`src/rtl/multicycle_control.sv`:
```
// Multicycle RISC-V style control unit: fixed IF/ID/EX/MEM/WB sequence,
// instruction latched into IR on leaving IF, Moore strobes decoded from state and IR.
module multicycle_control (
  input  logic        clk,
  input  logic        rst,
  input  logic [31:0] instr,
  input  logic        zero,
  output logic [3:0]  alu_op,
  output logic        alu_src,
  output logic        mem_read,
  output logic        mem_write,
  output logic        reg_write,
  output logic        mem_to_reg,
  output logic        pc_write,
  output logic        pc_src,
  output logic        illegal
);

  localparam logic [6:0] OP_R      = 7'b0110011;
  localparam logic [6:0] OP_I      = 7'b0010011;
  localparam logic [6:0] OP_LOAD   = 7'b0000011;
  localparam logic [6:0] OP_STORE  = 7'b0100011;
  localparam logic [6:0] OP_BRANCH = 7'b1100011;

  localparam logic [3:0] ALU_AND = 4'b0000;
  localparam logic [3:0] ALU_OR  = 4'b0001;
  localparam logic [3:0] ALU_ADD = 4'b0010;
  localparam logic [3:0] ALU_SLT = 4'b0100;
  localparam logic [3:0] ALU_XOR = 4'b0101;
  localparam logic [3:0] ALU_SUB = 4'b0110;
  localparam logic [3:0] ALU_SRL = 4'b1000;
  localparam logic [3:0] ALU_SLL = 4'b1001;
  localparam logic [3:0] ALU_SRA = 4'b1010;

  localparam logic [31:0] NOP = 32'h0000_0013;

  typedef enum logic [2:0] {
    S_IF  = 3'd0,
    S_ID  = 3'd1,
    S_EX  = 3'd2,
    S_MEM = 3'd3,
    S_WB  = 3'd4
  } state_t;

  state_t      state;
  logic [31:0] ir;
  logic        taken;

  logic [6:0] opcode;
  logic [2:0] funct3;
  logic       alt;
  logic       is_r, is_i, is_load, is_store, is_branch;
  logic       legal;

  // Shared R/I-type ALU decode; imm_form forces funct3 000 to ADD (no SUBI).
  function automatic logic [3:0] alu_decode(input logic [2:0] f3, input logic a,
                                            input logic imm_form);
    logic [3:0] op;
    case (f3)
      3'b000:  op = (a && !imm_form) ? ALU_SUB : ALU_ADD;
      3'b001:  op = ALU_SLL;
      3'b010:  op = ALU_SLT;
      3'b100:  op = ALU_XOR;
      3'b101:  op = a ? ALU_SRA : ALU_SRL;
      3'b110:  op = ALU_OR;
      3'b111:  op = ALU_AND;
      default: op = ALU_ADD;
    endcase
    return op;
  endfunction

  always_ff @(posedge clk or negedge rst) begin
    if (!rst) begin
      state <= S_IF;
      ir    <= NOP;
      taken <= 1'b0;
    end else begin
      case (state)
        S_IF: begin
          ir    <= instr;
          state <= S_ID;
        end
        S_ID:  state <= S_EX;
        S_EX: begin
          // Only a legal BEQ may redirect the PC.
          taken <= is_branch && legal && zero;
          state <= S_MEM;
        end
        S_MEM: state <= S_WB;
        S_WB:  state <= S_IF;
        default: state <= S_IF;
      endcase
    end
  end

  assign opcode    = ir[6:0];
  assign funct3    = ir[14:12];
  assign alt       = ir[30];
  assign is_r      = (opcode == OP_R);
  assign is_i      = (opcode == OP_I);
  assign is_load   = (opcode == OP_LOAD);
  assign is_store  = (opcode == OP_STORE);
  assign is_branch = (opcode == OP_BRANCH);

  always_comb begin
    legal   = 1'b0;
    alu_op  = ALU_ADD;
    alu_src = 1'b0;
    if (is_r) begin
      legal  = (funct3 != 3'b011);
      alu_op = alu_decode(funct3, alt, 1'b0);
    end else if (is_i) begin
      legal   = (funct3 != 3'b011);
      alu_op  = alu_decode(funct3, alt, 1'b1);
      alu_src = 1'b1;
    end else if (is_load) begin
      legal   = (funct3 == 3'b010);
      alu_src = 1'b1;
    end else if (is_store) begin
      legal   = (funct3 == 3'b010);
      alu_src = 1'b1;
    end else if (is_branch) begin
      legal  = (funct3 == 3'b000);
      alu_op = ALU_SUB;
    end
  end

  assign mem_read   = (state == S_MEM) && is_load  && legal;
  assign mem_write  = (state == S_MEM) && is_store && legal;
  assign reg_write  = (state == S_WB)  && legal && (is_r || is_i || is_load);
  assign mem_to_reg = (state == S_WB)  && is_load;
  assign pc_write   = (state == S_WB);
  assign pc_src     = (state == S_WB)  && taken;
  assign illegal    = (state == S_WB)  && !legal;

endmodule

```
`config.mk`:
```
export PLATFORM = sky130hd
export DESIGN_NAME = multicycle_control
export DESIGN_NICKNAME = d
export VERILOG_FILES = /design/src/rtl/multicycle_control.sv
export SDC_FILE = /design/constraint.sdc
export NUM_CORES = 1
export LEC_CHECK = 0
export CORE_MARGIN = 2
export CORE_UTILIZATION = 37
export CTS_CLUSTER_DIAMETER = 40
export DETAILED_ROUTE_END_ITERATION = 8
export GPL_TIMING_DRIVEN = 0
export PLACE_DENSITY = 0.79
export SYNTH_ARGS = -nofsm -noshare
export SYNTH_HDL_FRONTEND = slang
export SYNTH_SLANG_ARGS = --single-unit
```
`constraint.sdc`:
```
create_clock -name clk -period 2.6 [get_ports clk]
set_input_delay 0.52 -clock clk [delete_from_list [all_inputs] [get_ports clk]]
set_output_delay 0.52 -clock clk [all_outputs]
set_load 0.02 [all_outputs]
```
==> impl_metrics.toml, run 1 <==
[synthesis]
synth_top_family_by_area = "simple AND/OR/NAND/NOR gates"
synthXorXnorAreaFrac = 0.01075
synth-warning-count = 0
ys_seq_elements = 15
synth_area_sq_um = 814.5
synthAdderAreaFrac = 0
synthMuxAreaShare = 0.1505
ys_seq_area_frac = 0.4654
postSynthCellCount = 76
synth_compound_area_frac = 0.1121
ys_types = 31
yosys.area_share.simple = 0.2273
synth_nets = 111
avgSynthCellArea_sq_um = 10.72

[floorplan]
start_util = 0.4028
io_pins = 47
die_area_sq_um = 2593
die_w_um = 50.92
floorplan.die.height_um = 50.92
core_sq_um = 2022
rows = 16

[pwr]
power_density_nw_per_um2 = 383.9
p_leak_uw = 0.0004945
ir_drop_v = 0.0003059

[timing]
post-route-period-util = 0.9757
setup_violations = 0
final_hold_viol_count = 0
finalMaxSlewViolations = 0
rsz0062_at_grt = "yes"
fmax_mhz = 394.2
fin_ws_ns = 0.06330
skew_ns = 0.001736
worst_slew_pin_slew_ns = 0.6665
layout_min_cycle_time_ns = 2.537
relSlewSlack = 0.5543

[clocking]
cts_root_buf = "clkbuf_4"
clk_pin_slew_worst_paths_ns = 0.09
clk_latency_ns = 0.28
cts_max_path_buffers = 2
cts-htree-levels = 1
cts_tree = "yes"
clkSinkCount = 15
cts_made_buffers = 3

[placed_design]
placedCellCount = 128
hpwlAfterDp_mm = 1.316
place_congestion = 0.8301
dp_slack_ns = -0.1576
port_buffers = 25
dpl_cell_area_sq_um = 1099

[detailed_routing]
wl_per_cell_um = 13.33
drcViolationCount = 0
drt_wl_total_mm = 1.746
first_pass_iters = 4
drt_iter0_markers = 7
vias = 676
ant_nets = 0
vias_per_cell = 5.160

[critical_path]
rr_worst_depth = 3
cp.arrival_ns = 2.02
cp_max_fo = 4
cp-end-kind = "output pin"
critical_path_class = "reg -> out"
required_ns = 2.08
startpoint_type = "register"

[worst_hold_path]
hold_path_depth = 1
hold_path_class = "reg -> reg"

[global_routing]
globalRouteOverflowTotal = 0
grt_usage = 0.1448
grt_max_degree = 16
grt_pass1_wl_mm = 2.829
antenna_found_initial = 0
first_global_vias = 624

[run_status]
status = "finished clean"

[final_layout]
nets = 140
drive_above_1_share = 0.2019
stdcell_area_sq_um = 1144
nFillCells = 190
area_growth_pct = 40.40
fin_cells = 131
antennaDiodeCount = 0
fin_util = 0.5656

[job]
maxCapViolations = 0
==> placed cells by master, fill, tap and decap left out, types with 2 or more instances in the layout <==
cell | netlist | routed
dfstp_2 | 3 | 3
and3_1 | 2 | 2
dlygate4sd2_1 | 0 | 4
nor2_1 | 9 | 9
buf_2 | 1 | 2
a21oi_1 | 2 | 2
dfrtp_1 | 12 | 11
clkdlybuf4s50_1 | 0 | 15
buf_4 | 0 | 3
clkbuf_4 | 0 | 3
o21ai_1 | 3 | 3
inv_1 | 3 | 3
mux2_1 | 10 | 10
dlymetal6s2s_1 | 0 | 3
nand2_1 | 6 | 6
==> stage by stage <==
step	hold slack, ns	TNS (ns)	power (uW)
5_1_grt	0.5428	-0.09435	460.1
3_5_place_dp	0.4786	-0.4091	313.1
2_1_floorplan	0.2244	0	280.7
4_1_cts	0.4991	0	441.7
3_3_place_gp	0.4692	-0.3292	311.2
6_report	0.4948	0	439.0
==> critical path, stage by stage (launching register included) <==
cell and delay [ns]:
dfstp_2 0.56, nand4bb_4 0.14, or2_4 0.27, or3_4 0.36, nor4_2 0.21, buf_2 0.20
==> synth_stat cells <==
master / instances / area (sq um)
a2111o_1: 1 / 11.26
a2111oi_2: 1 / 15.01
a211oi_1: 1 / 7.510
a21oi_1: 2 / 10.01
a22oi_1: 1 / 7.510
a31oi_1: 1 / 6.260
and3_1: 2 / 12.51
buf_2: 1 / 5.000
clkbuf_1: 3 / 11.26
dfrtp_1: 12 / 300.3
dfstp_2: 3 / 78.83
inv_1: 3 / 11.26
mux2_1: 10 / 112.6
mux2i_1: 1 / 10.01
nand2_1: 6 / 22.52
nand2b_1: 1 / 6.260
nand3b_1: 1 / 7.510
nand4b_1: 1 / 8.760
nand4bb_4: 1 / 27.53
nor2_1: 9 / 33.78
nor3_1: 1 / 5.000
nor3b_1: 1 / 7.510
nor4_1: 2 / 12.51
nor4b_2: 1 / 15.01
o21a_1: 1 / 7.510
o21ai_1: 3 / 15.01
o221a_2: 1 / 11.26
or2_1: 2 / 12.51
or3_1: 1 / 6.260
or4_1: 1 / 7.510
xnor2_1: 1 / 8.760
==> final cells by class <==
cell class              instances  area [sq um]  share of cell area
plain buffers                   2         10.01            0.008753
clock buffers                   3         22.52             0.01969
clock inverters                 1         5.005            0.004376
inverters                       3         11.26            0.009847
multi-input cells              54         430.4              0.3764
flip-flops and latches         15         380.4              0.3326
well taps                      27         33.78             0.02954
repair buffers                 26         250.2              0.2188
==> path summary, 6_finish.rpt <==
path,slack [ns],to,start
hold reg to reg,0.49,ir[3]$_DFFE_PN0P_,ir[3]$_DFFE_PN0P_
setup / recovery,0.06,mem_read,ir[1]$_DFFE_PN1P_
min in group asynchronous,0.64,ir[6]$_DFFE_PN0P_,rst
setup reg to reg,1.02,ir[13]$_DFFE_PN0P_,state[0]$_DFF_PN0_
hold / removal,0.49,ir[3]$_DFFE_PN0P_,ir[3]$_DFFE_PN0P_
max in group asynchronous,1.49,ir[5]$_DFFE_PN0P_,rst
==> sequential cells by signal (all words and copies together), names as in the netlist <==
register	flops
taken	1
ir	11
state	3
==> kinds of logic after synthesis <==
| group | count (synthesis) |
|---|---|
| compound gates | 12 |
| xor+xnor | 1 |
| buf+inv | 7 |
| flops | 15 |
| mux | 11 |
| simple gates | 30 |
==> what timing repair did <==
action                                  4_1_cts  5_1_grt
resized for setup                            22        8
buffers inserted                              0        1
pin swaps                                     1        2
hold endpoints to repair                      0        0
endpoints found under the setup margin        7        6
hold buffers                                  0        0
==> routing by layer <==
layer / GRT usage / part of all wire
met1: 0.1910 / 0.44
met2: 0.2468 / 0.50
met3: 0.02047 / 0.048
met4: 0.04054 / 0.0040
met5: 0 / 0
==> report_power, final <==
group | total, uW | internal, uW | switching, uW
logic | 53.4 | 33.0 | 20.5
registers | 256 | 244 | 12.3
clock network | 129 | 57.0 | 72.2
(Power assumes the default switching activity.)
==> inputs of run 2 (changes only) <==
--- a/config.mk
+++ b/config.mk
@@ -5,6 +5,7 @@
 export SDC_FILE = /design/constraint.sdc
 export NUM_CORES = 1
 export LEC_CHECK = 0
+export CORE_ASPECT_RATIO = 1.1
 export CORE_MARGIN = 2
 export CORE_UTILIZATION = 37
 export CTS_CLUSTER_DIAMETER = 40
==> run 2 against run 1 <==
  * Utilization fell by 0.55 points
  * Largest cell class unchanged
  * Largest power group unchanged
  * Sequential cell count did not move
  * Combinational power barely moved
  * Clock skew rose by 0.0013 ns
  * Cell area did not move
==> impl_metrics.toml, run 2 (same netlist as run 1, synthesis figures left out) <==
[run_status]
status = "finished clean"

[critical_path]
crit_chain = "nand4bb_4 > or2_4 > or3_4 > nor4b_4 > buf_4"
rr_worst_depth = 3
cp_top_family = "simple AND/OR/NAND/NOR gates"
path_buf_inv = 1
timing.rr.start = "state[0]$_DFF_PN0_"
required_ns = 2.08
slowest_delay_ns = 0.56
crit_cells = 5
critical_path_class = "reg -> out"
crit_slowest_cell = "dfstp_2"
cp.arrival_ns = 2.04
cp_max_fo = 4
startpoint_type = "register"
crit_path_start = "ir[1]$_DFFE_PN1P_"
cp-end-kind = "output pin"

[pwr]
power_density_nw_per_um2 = 383.9
p_int_uw = 334.3
p_sw_uw = 104.7
switching_share = 0.2386
ir_drop_v = 0.0002312
clock_power_share = 0.294
comb_power_share = 0.122
p_leak_uw = 0.0004794
total_power_uw = 439.1
p_seq_frac = 0.584

[floorplan]
core_sq_um = 2042
die_area_sq_um = 2593
io_pins = 47
die_w_um = 48.74
start_util = 0.3989
rows = 17
floorplan.die.height_um = 53.21

[clocking]
clk_latency_ns = 0.27
cts_hold_buf = 0
clkSinkCount = 15
cts_tree = "yes"
cts-htree-levels = 1
clk_pin_slew_worst_paths_ns = 0.09
cts_max_path_buffers = 2
cts_root_buf = "clkbuf_4"
cts_made_buffers = 3

[detailed_routing]
vias_per_cell = 4.992
drcViolationCount = 0
ant_nets = 0
drt_iter0_markers = 13
drt_wl_total_mm = 1.687
top_layer = "met3"
vias = 664
first_pass_iters = 4
wl_met1_um = 740
wl_met3_um = 71
met2_wirelength_um = 875
wl_per_cell_um = 12.68

[final_layout]
top_register = "ir"
area_growth_pct = 40.40
reg_top3 = "ir (11), state (3), taken (1)"
final_common_cell = "clkdlybuf4s50_1"
nets = 141
drive_above_1_share = 0.2095
layout_common_cells = "clkdlybuf4s50_1 (16), dfrtp_1 (11), mux2_1 (10), nor2_1 (8), nand2_1 (6)"
antennaDiodeCount = 0
largest_reg_flops = 11
stdcell_area_sq_um = 1144

[global_routing]
grt_usage = 0.1408
grt_max_degree = 16
globalRouteOverflowTotal = 0
antenna_found_initial = 0
first_global_vias = 631
grt_pass1_wl_mm = 2.746

[placed_design]
dpl_cell_area_sq_um = 1100
dp_slack_ns = -0.1589
port_buffers = 25
place_congestion = 0.7968
hpwlAfterDp_mm = 1.286

[timing]
layout_min_cycle_time_ns = 2.559
finalMaxSlewViolations = 0
tns_ns = 0
setup_violations = 0
rsz0062_at_grt = "yes"
skew_ns = 0.003060
final_hold_viol_count = 0
post-route-period-util = 0.9840
relSlewSlack = 0.5760
worst_slew_pin_slew_ns = 0.6341
fmax_mhz = 390.9
fin_ws_ns = 0.04148

[worst_hold_path]
hold_path_depth = 1
hold_path_class = "reg -> reg"
hp-start = "ir[3]$_DFFE_PN0P_"

[job]
maxCapViolations = 0
==> run 2: worst paths after layout <==
path,end,slack (ns)
max,mem_write,0.04
min,ir[3]$_DFFE_PN0P_,0.49
max reg2reg,ir[13]$_DFFE_PN0P_,1.03
min reg2reg,ir[3]$_DFFE_PN0P_,0.49
max in group asynchronous,ir[5]$_DFFE_PN0P_,1.53
min in group asynchronous,taken$_DFFE_PN0P_,0.63
==> run 2: worst register-to-register path: stages (launching register included) <==
cell and delay [ns]:
dfrtp_1 0.44, nor3_1 0.34, buf_2 0.32, mux2_1 0.35
==> run 2: repair_timing <==
item / in CTS / in global routing
buffers inserted: 0 / 2
pin swaps: 0 / 1
resized for setup: 22 / 6
endpoints found under the setup margin: 7 / 6
==> run 2: area by class of cell <==
type / count / area (sq um)
repair buffers: 27 / 252.7
clock inverters: 1 / 5.005
fillers: 197 / 898.4
inverters: 3 / 11.26
flip-flops and latches: 15 / 380.4
multi-input cells: 54 / 426.7
plain buffers: 2 / 10.01
clock buffers: 3 / 22.52
well taps: 28 / 35.03
==> run 2: routing by layer <==
layer / up-vias / track usage
li1: 331 / -
met5: - / 0
met1: 315 / 0.1604
met4: 0 / 0.04286
met3: 0 / 0.01977
met2: 18 / 0.2740
==> run 2: power by group through the flow <==
stage               logic [uW]  clock network [uW]  registers, uW
floorplan                 26.3                   0            254
global placement          55.1                   0            256
detailed placement        56.9                   0            257
CTS                       54.8                 134            254
global route              58.8                 146            258
finish                    53.6                 129            256
==> run 2: per-stage QoR <==
| step | util | instances | hold slack, ns |
|---|---|---|---|
| after global placement | 0.5386 | 129 | 0.4677 |
| after CTS | 0.5447 | 132 | 0.4959 |
| after detailed placement | 0.5386 | 129 | 0.4761 |
| final | 0.5600 | 133 | 0.4922 |
| after floorplan | - | 76 | 0.2244 |
| after global routing | 0.5600 | 133 | 0.5327 |
==> inputs of run 3 (changes only) <==
--- a/config.mk
+++ b/config.mk
@@ -5,6 +5,7 @@
 export SDC_FILE = /design/constraint.sdc
 export NUM_CORES = 1
 export LEC_CHECK = 0
+export ABC_CLOCK_PERIOD_IN_PS = 2600
 export CORE_ASPECT_RATIO = 1.1
 export CORE_MARGIN = 2
 export CORE_UTILIZATION = 37
==> results of run 3 <==
The final DEF is identical to that of run 2; final timing and power are the same.
==> patch, RTL diff (settings of run 3) <==
Make the reset (`rst`) synchronous in one clocked block.
--- a/src/rtl/multicycle_control.sv
+++ b/src/rtl/multicycle_control.sv
@@ -69,7 +69,7 @@
     return op;
   endfunction
 
-  always_ff @(posedge clk or negedge rst) begin
+  always_ff @(posedge clk) begin
     if (!rst) begin
       state <= S_IF;
       ir    <= NOP;
Formal check against the unedited RTL: differs if rst is asserted again (counterexample within 4 cycles, from zero or initial values and one cycle with rst low); with rst held inactive, the same outputs for 10 cycles.
==> patch against run 3 <==
- design area fell by 3.7%
- via count rose by 30%
- worst setup slack got worse by 9.0 ps
- sequential cell count did not move
- final cell count rose by 27%
- global-route usage rose by 3.7 points
- routed wire length rose by 14%
- synthesized area fell by 2.2%
- die area fell by 2.0%
- fmax fell by 0.35%
- synthesized cell count rose by 47%
Power is not compared: it rests on default switching activity, and its combinational part moved more than twofold at a synthesized area within 25%.
==> patch: results (changes against run 3) <==
* Ratio of cells with drive above 1 in the final layout at 7.80% (was 21.0%)
* YS warnings at 0 (unchanged)
* Nets at 177 (was 141)
* Seq/Total Area, Yosys at 37.7% (was 46.5%)
* Syn_nets at 147 (was 111)
* Initial DRC count at 16 (was 13)
* Yosys cell types at 29 (was 31)
* Pin count of the biggest net entering global routing at 11 (was 16)
* Critical path's slowest cell: or3_2 (was dfstp_2)
* First-pass GRT wire length at 3100 um (was 2750 um)
* Clk_skew at 8.16 ps (was 3.06 ps)
* Status: complete, no violations (unchanged)
* Via count at 865 (was 664)
* CTS Buf Count at 3 (unchanged)
* Synth async-reset ratio at 0% (was 100%)
* RePlAce Congestion at 0.839 (was 0.797)
* Vias in the first global route at 761 (was 631)
* Post_cts resized at 7 (was 22)
* Crit-path max cell delay at 440 ps (was 560 ps)
* Fillers at 200 (was 197)
* Critical Path AT at about 2100 ps
* Slew of the pin with the lowest slew margin at 489 ps (was 634 ps)
* Crit path max fanout at 4 (unchanged)
* Post-place setup slack at -13.5 ps (was -159 ps)
* Final wirelength at 1920 um (was 1690 um)
* Synth top cells by count: nand2_1 (31), dfxtp_1 (15), a21oi_1 (10) (was dfrtp_1 (12), mux2_1 (10), nor2_1 (9))
* Gr usage total at 17.8% (was 14.1%)
* Area contributors post-synth: dfxtp_1 (38%), nand2_1 (15%), a21oi_1 (6.3%) (was dfrtp_1 (37%), mux2_1 (14%), dfstp_2 (9.7%))
* Hold slack at 469 ps (was 492 ps)
* Worst-path clk slew at roughly 80 ps
* Post-DP HPWL at 1480 um (was 1290 um)
* Leakage at roughly 0.45 nW
* Antenna violations before repair at 0 (unchanged)
patch: metrics by stage:
stage          TNS (ps)  cells  cell area (um2)
2_1_floorplan         0    112              797
3_3_place_gp          0    165             1080
3_5_place_dp      -13.5    165             1080
4_1_cts               0    169             1110
5_1_grt           -74.1    169             1100
6_report              0    169             1100
patch: path summary, 6_finish.rpt:
kind	start	endpoint	slack (ps)	depth (start not counted)
worst max-delay path	ir[3]	mem_read	30	5
worst min-delay path	ir[30]	ir[30]	470	2
worst max register to register	ir[4]	taken	950	4
worst min register to register	ir[30]	ir[30]	470	2
patch: where the power goes:
group	internal, mW	switching (mW)
logic	0.0879	0.107
clock network	0.0595	0.0707
registers	0.252	0.0205
patch: logic make-up (layout without fill, tap and decap cells):
logic type | count (synthesis) | after routing | share of synthesized area (%)
AO/OA/AOI/OAI | 15 | 15 | 11.5
XOR/XNOR | 1 | 1 | 1.10
buffers and inverters | 9 | 38 | 4.40
flip-flops | 15 | 15 | 37.7
multiplexers | 1 | 1 | 1.26
AND/OR/NAND/NOR | 71 | 71 | 44.1
patch: layer usage:
| metal | wire [um] | up-vias | GRT usage, % |
|---|---|---|---|
| li1 | - | 442 | - |
| met1 | 846 | 389 | 19.0 |
| met2 | 926 | 26 | 29.4 |
| met3 | 76 | 8 | 3.10 |
| met4 | 75 | 0 | 13.1 |
| met5 | 0 | - | 0 |
patch: final cells by class:
type / count / area share (%)
Timing Repair Buffer: 25 / 21.9
Tap cell: 28 / 3.18
Multi-Input combinational cell: 88 / 41.9
Sequential cell: 15 / 27.4
Buffer: 6 / 2.16
Inverter: 3 / 1.02
Clock buffer: 4 / 2.39
patch: worst max-delay path, delay by kind of cell (launching register included):
kind / cells / cell delay [ps]
DFF: 1 / 320
buffers and inverters: 1 / 330
and+or+nand+nor: 4 / 1110
